`src/rtl/mem_port_arbiter.sv`:
```
`default_nettype none
// ============================================================================
//  Module   : mem_port_arbiter
//  Purpose  : Shares a single external memory port between instruction fetch
//             and the MEM-stage data access. One transaction is in flight at a
//             time. The memory side is a register slice that is latched when
//             the request is granted. Each requester gets its own one-cycle ack
//             and its own read-data register. Combinational stall outputs
//             freeze the pipeline while a requester waits.
//  Revision : 1.0  initial release
// ============================================================================
module mem_port_arbiter #(
  parameter int DM_STREAK_MAX = 4,
  parameter int TIMEOUT_CYC   = 255
) (
  input  logic        clk,
  input  logic        reset,
  // instruction fetch requester
  input  logic        if_req,
  input  logic [31:0] if_addr,
  output logic        if_ack,
  output logic [31:0] if_rdata,
  // data access requester
  input  logic        dm_req,
  input  logic        dm_we,
  input  logic [31:0] dm_addr,
  input  logic [31:0] dm_wdata,
  input  logic [2:0]  dm_ctrl,
  output logic        dm_ack,
  output logic [31:0] dm_rdata,
  // external memory port
  output logic        mem_req,
  output logic        mem_we,
  output logic [31:0] mem_addr,
  output logic [31:0] mem_wdata,
  output logic [2:0]  mem_ctrl,
  input  logic        mem_ready,
  input  logic [31:0] mem_rdata,
  // pipeline control / status
  output logic        stall_if,
  output logic        stall_mem,
  output logic        err_timeout
);

  localparam int STREAK_W = $clog2(DM_STREAK_MAX + 1);
  localparam int TMR_W    = $clog2(TIMEOUT_CYC + 1);

  localparam logic [STREAK_W-1:0] STREAK_MAX  = STREAK_W'(DM_STREAK_MAX);
  localparam logic [STREAK_W-1:0] STREAK_ONE  = STREAK_W'(1);
  localparam logic [TMR_W-1:0]    TMR_LAST    = TMR_W'(TIMEOUT_CYC - 1);
  localparam logic [TMR_W-1:0]    TMR_FULL    = TMR_W'(TIMEOUT_CYC);
  localparam logic [TMR_W-1:0]    TMR_ONE     = TMR_W'(1);
  localparam logic [2:0]          CTRL_WORD   = 3'b000;

  localparam logic [1:0] S_IDLE    = 2'd0;
  localparam logic [1:0] S_IF_BUSY = 2'd1;
  localparam logic [1:0] S_DM_BUSY = 2'd2;

  logic [1:0]          state;
  logic [1:0]          state_next;
  logic [STREAK_W-1:0] streak;
  logic [TMR_W-1:0]    tmr;

  logic                grant_if;
  logic                grant_dm;
  logic                busy;
  logic                timeout_hit;
  logic                if_done;
  logic                dm_done;

  // State register: reset always lands in IDLE, even mid-transaction
  always_ff @(posedge clk) begin
    if (reset) begin
      state <= S_IDLE;
    end else begin
      state <= state_next;
    end
  end

  // Next state and grant decision. Data wins unless fetch has already been
  // passed over DM_STREAK_MAX times in a row.
  always_comb begin
    state_next = state;
    grant_if   = 1'b0;
    grant_dm   = 1'b0;
    case (state)
      S_IDLE: begin
        if (dm_req && !(if_req && (streak == STREAK_MAX))) begin
          grant_dm   = 1'b1;
          state_next = S_DM_BUSY;
        end else if (if_req) begin
          grant_if   = 1'b1;
          state_next = S_IF_BUSY;
        end
      end
      S_IF_BUSY, S_DM_BUSY: begin
        if (mem_ready || timeout_hit) begin
          state_next = S_IDLE;
        end
      end
      default: begin
        state_next = S_IDLE;
      end
    endcase
  end

  // State-derived outputs and completion strobes. The memory request is
  // high for the whole time a transaction is in flight.
  always_comb begin
    busy        = (state == S_IF_BUSY) || (state == S_DM_BUSY);
    mem_req     = busy;
    timeout_hit = busy && !mem_ready && (tmr == TMR_LAST);
    if_done     = (state == S_IF_BUSY) && (mem_ready || timeout_hit);
    dm_done     = (state == S_DM_BUSY) && (mem_ready || timeout_hit);
  end

  // Memory-side register slice: captured at grant and held until the next grant
  always_ff @(posedge clk) begin
    if (reset) begin
      mem_we    <= 1'b0;
      mem_addr  <= '0;
      mem_wdata <= '0;
      mem_ctrl  <= CTRL_WORD;
    end else if (grant_if) begin
      mem_we    <= 1'b0;
      mem_addr  <= if_addr;
      mem_wdata <= '0;
      mem_ctrl  <= CTRL_WORD;
    end else if (grant_dm) begin
      mem_we    <= dm_we;
      mem_addr  <= dm_addr;
      mem_wdata <= dm_wdata;
      mem_ctrl  <= dm_ctrl;
    end
  end

  // Fairness streak: counts data grants made while a fetch was kept waiting
  always_ff @(posedge clk) begin
    if (reset) begin
      streak <= '0;
    end else if (grant_if) begin
      streak <= '0;
    end else if (grant_dm) begin
      if (!if_req) begin
        streak <= '0;
      end else if (streak != STREAK_MAX) begin
        streak <= streak + STREAK_ONE;
      end
    end
  end

  // Watchdog: counts busy cycles spent waiting on the memory
  always_ff @(posedge clk) begin
    if (reset) begin
      tmr <= '0;
    end else if (grant_if || grant_dm) begin
      tmr <= '0;
    end else if (busy && !mem_ready && (tmr != TMR_FULL)) begin
      tmr <= tmr + TMR_ONE;
    end
  end

  // Acks and read data. An aborted transaction returns zero. A store leaves
  // the previous load data in place.
  always_ff @(posedge clk) begin
    if (reset) begin
      if_ack   <= 1'b0;
      dm_ack   <= 1'b0;
      if_rdata <= '0;
      dm_rdata <= '0;
    end else begin
      if_ack <= if_done;
      dm_ack <= dm_done;
      if (if_done) begin
        if_rdata <= timeout_hit ? 32'h0 : mem_rdata;
      end
      if (dm_done) begin
        if (timeout_hit) begin
          dm_rdata <= 32'h0;
        end else if (!mem_we) begin
          dm_rdata <= mem_rdata;
        end
      end
    end
  end

  // Sticky timeout flag, cleared only by reset
  always_ff @(posedge clk) begin
    if (reset) begin
      err_timeout <= 1'b0;
    end else if (timeout_hit) begin
      err_timeout <= 1'b1;
    end
  end

  assign stall_if  = if_req & ~if_ack;
  assign stall_mem = dm_req & ~dm_ack;

endmodule
`default_nettype wire

```
`config.mk`:
```
export PLATFORM = sky130hd
export DESIGN_NAME = mem_port_arbiter
export DESIGN_NICKNAME = d
export VERILOG_FILES = /design/src/rtl/mem_port_arbiter.sv
export SDC_FILE = /design/constraint.sdc
export NUM_CORES = 1
export LEC_CHECK = 0
export CAP_MARGIN = 20
export CORE_AREA = 2 2 122 124
export DETAILED_ROUTE_END_ITERATION = 16
export DIE_AREA = 0 0 124 126
export GPL_TIMING_DRIVEN = 0
export PLACE_DENSITY_LB_ADDON = 0.05
export SYNTH_ARGS = -nofsm -noshare
export SYNTH_HDL_FRONTEND = slang
export SYNTH_SLANG_ARGS = --single-unit
```
`constraint.sdc`:
```
create_clock -name clk -period 2.05 [get_ports clk]
set_clock_uncertainty 0.2 [all_clocks]
set_input_delay 0.41 -clock clk [delete_from_list [all_inputs] [get_ports clk]]
set_output_delay 0.41 -clock clk [all_outputs]
set_load 0.02 [all_outputs]
```
==> metrics.yaml <==
grt:
  grt_max_degree: 17
  grt_pass1_vias: 5447
  antenna_found_initial: 0
  grt_pass1_wl_mm: 28.4
  track_usage: 0.235
  grt-ovfl-total: 0
clocking:
  path_clk_slew_ns: 0.06
  clk_latency_ns: 0.41
  clock_sinks: 148
  cts_hold_buf: 0
  cts_tree: "yes"
  clock_path_buffers: 2
  cts_buffers: 17
  h-tree-depth: 4
  cts_root_buf: "clkbuf_16"
route:
  wl_per_cell_um: 15.9
  drt_iter0_drc: 256
  routed_wl_mm: 18.8
  drc: 0
  ant_nets: 0
  viasPerCell: 4.95
  num_vias: 5854
  detail_route.first_pass.iterations: 5
power:
  powerDensity_nw_per_um2: 818
  p_int_uw: 5750
  ir_drop_mv: 0.517
  comb_power_share: 0.183
  p_sw_uw: 1970
  switching_share: 0.255
  pwr-share-clk: 0.414
  p_seq_frac: 0.403
  leakage_uw: 0.00353
sta:
  worstMarginPinSlew_ns: 0.648
  rsz0062_at_grt: "true"
  hold_violations: 0
  fin_setup_tns_ns: 0
  slew_violations: 0
  slew_headroom: 0.568
  fin_crit_sh: 0.977
  setup_viol: 0
  fmax_mhz: 499
  fin_crit_ns: 2.00
floorplanning:
  start_util: 0.402
  die_area_um2: 15600
  io_pins: 275
  die_h_um: 126
  die_w_um: 124
  design.core.area_um2: 14300
  fp-row-count: 44
logic_synthesis:
  synthArstFlopShare: 0
  synth_edf_count: 0
  yosys-top-cells-area: "dfxtp_1 (51%), nand2_1 (13%), a21oi_1 (12%)"
  ys.flop_type: "dfxtp_1"
  netlist.area_leader.share: 0.515
  synthDistinctLibCells: 42
  synth_area_per_cell_um2: 8.35
  syn-num-nets: 833
  seq_area_frac_synth: 0.515
  syn_inst: 689
  synthTopCellsByCount: "nand2_1 (207), dfxtp_1 (148), a21oi_1 (137)"
  synth_top_cell_by_area: "dfxtp_1"
  yosysMostFrequentCell: "nand2_1"
  syn_area_um2: 5760
  ys_warn_count: 0
  ys_ff_latch: 148
setup_path:
  critical_path.top_delay_family: "buffers and inverters"
  worstPathRequired_ns: 1.44
  path_class: "register to primary output"
  crit_path_start_kind: "register"
  reg2reg_depth: 7
  path_depth: 1
  crit_path_end_kind: "primary output"
  r2r_setup_slack_ns: 0.06
  cp_slowest_cell: "clkdlybuf4s50_1"
  r2r_end: "dm_rdata[6]"
  crit_chain: "clkdlybuf4s50_1"
  crit_buf_inv: 1
  crit_path_max_incr_delay_ns: 0.66
  r2r-start: "state[0]"
  critical_path.max_fanout: 2
  cp_data_arrival_time_ns: 1.39
job:
  drv_cap: 0
finish:
  fin_cells: 1182
  drive_gt1_frac: 0.0822
  antenna_cells: 0
  area_growth_pct: 63.9
  nNetsFinal: 1129
place:
  dpl.hpwl_mm: 14.1
  post-place-cells: 1146
  gp_congestion: 0.801
  io_buffers: 273
worst_hold_path:
  whs_endpoint: "streak[1]"
  worstHoldStart: "if_req"
  hp-class: "primary input to register"
  hold_path_depth: 3
status:
  status: "finished, final reports clean"
worst max-delay path by stage:
stage | from | to
floorplan | state[0] | dm_rdata[10]
global placement | reset | mem_addr[15]
detailed placement | reset | mem_addr[13]
CTS | mem_wdata[26] | mem_wdata[26]
global route | state[0] | dm_rdata[17]
finish | dm_rdata[31] | dm_rdata[31]
power by group through the flow:
| stage | clock [µW] | sequential [µW] | combinational, µW |
|---|---|---|---|
| 2_1_floorplan | 0 | 3350 | 473 |
| 3_3_place_gp | 0 | 3170 | 1400 |
| 3_5_place_dp | 0 | 3170 | 1410 |
| 4_1_cts | 3260 | 3110 | 1410 |
| 5_1_grt | 3380 | 3130 | 1530 |
| 6_report | 3200 | 3110 | 1410 |
logic make-up (layout without fill, tap and decap cells):
logic type | Yosys count | in the layout | synth area share
AO/OA/AOI/OAI | 216 | 216 | 0.233
XOR/XNOR | 6 | 6 | 0.00913
adder cells (fa/ha/maj) | 7 | 7 | 0.0152
buffers and inverters | 65 | 374 | 0.0520
flip-flops | 148 | 148 | 0.515
AND/OR/NAND/NOR | 247 | 247 | 0.176
placed cells by master (no fill, tap or decap), types with 3 or more instances in the layout:
cell type and count:
buf_1 3, a22oi_1 32, nor2_1 12, clkbuf_1 16, bufinv_16 3, and3_1 3, ha_1 7, dfxtp_1 148
xnor2_1 3, dlygate4sd2_1 5, dlymetal6s2s_1 11, buf_2 20, clkbuf_16 17, clkbuf_2 6, xor2_1 3, clkbuf_8 4
nor2b_1 4, nand2_1 207, a211oi_1 3, clkbuf_4 7, a311oi_1 32, inv_1 8, a21oi_1 137, clkdlybuf4s50_1 256
clkinv_2 4, nand3_1 7, buf_4 10
registers in the layout, indices dropped and copies added (netlist names):
register and cells:
mem_we 1, if_ack 1, tmr 8, mem_ctrl 3
dm_rdata 32, mem_addr 32, mem_wdata 32, if_rdata 32
streak 3, dm_ack 1, state 2, err_timeout 1
stage by stage:
stage / setup WS [ns] / total power [µW] / hold WS [ns] / utilization / area, µm²
after CTS: 0.00220 / 7780 / 0.134 / 0.651 / 9320
after detailed placement: -0.380 / 4580 / 0.246 / 0.609 / 8720
after global placement: -0.408 / 4570 / 0.241 / 0.609 / 8720
after floorplan: 0.139 / 3820 / 0.248 / - / 5760
final: 0.0467 / 7720 / 0.150 / 0.659 / 9430
after global routing: -0.0716 / 8040 / 0.149 / 0.659 / 9430
metal layers:
layer | track usage | share of wire | up-vias
met3 | 0.0928 | 0.097 | 30
met4 | 0.0945 | 0.025 | 0
met1 | 0.274 | 0.41 | 2632
met5 | 0 | 0 | -
met2 | 0.383 | 0.47 | 211
li1 | - | - | 2981
what timing repair did:
item,4_1_cts,5_1_grt
pin swaps,0,1
buffers inserted,0,4
resized for setup,11,39
endpoints found under the setup margin,36,119
area by class of cell:
type                       count  area [µm²]
timing repair buffer         277        2790
multi-input combinational    476        2500
buffer                        57         305
clock buffer                  23         488
inverter                       8        30.0
clock inverter                 9         125
fill                        1251        4880
tap                          184         230
sequential                   148        2960
Power figures use the tool's default switching activity.
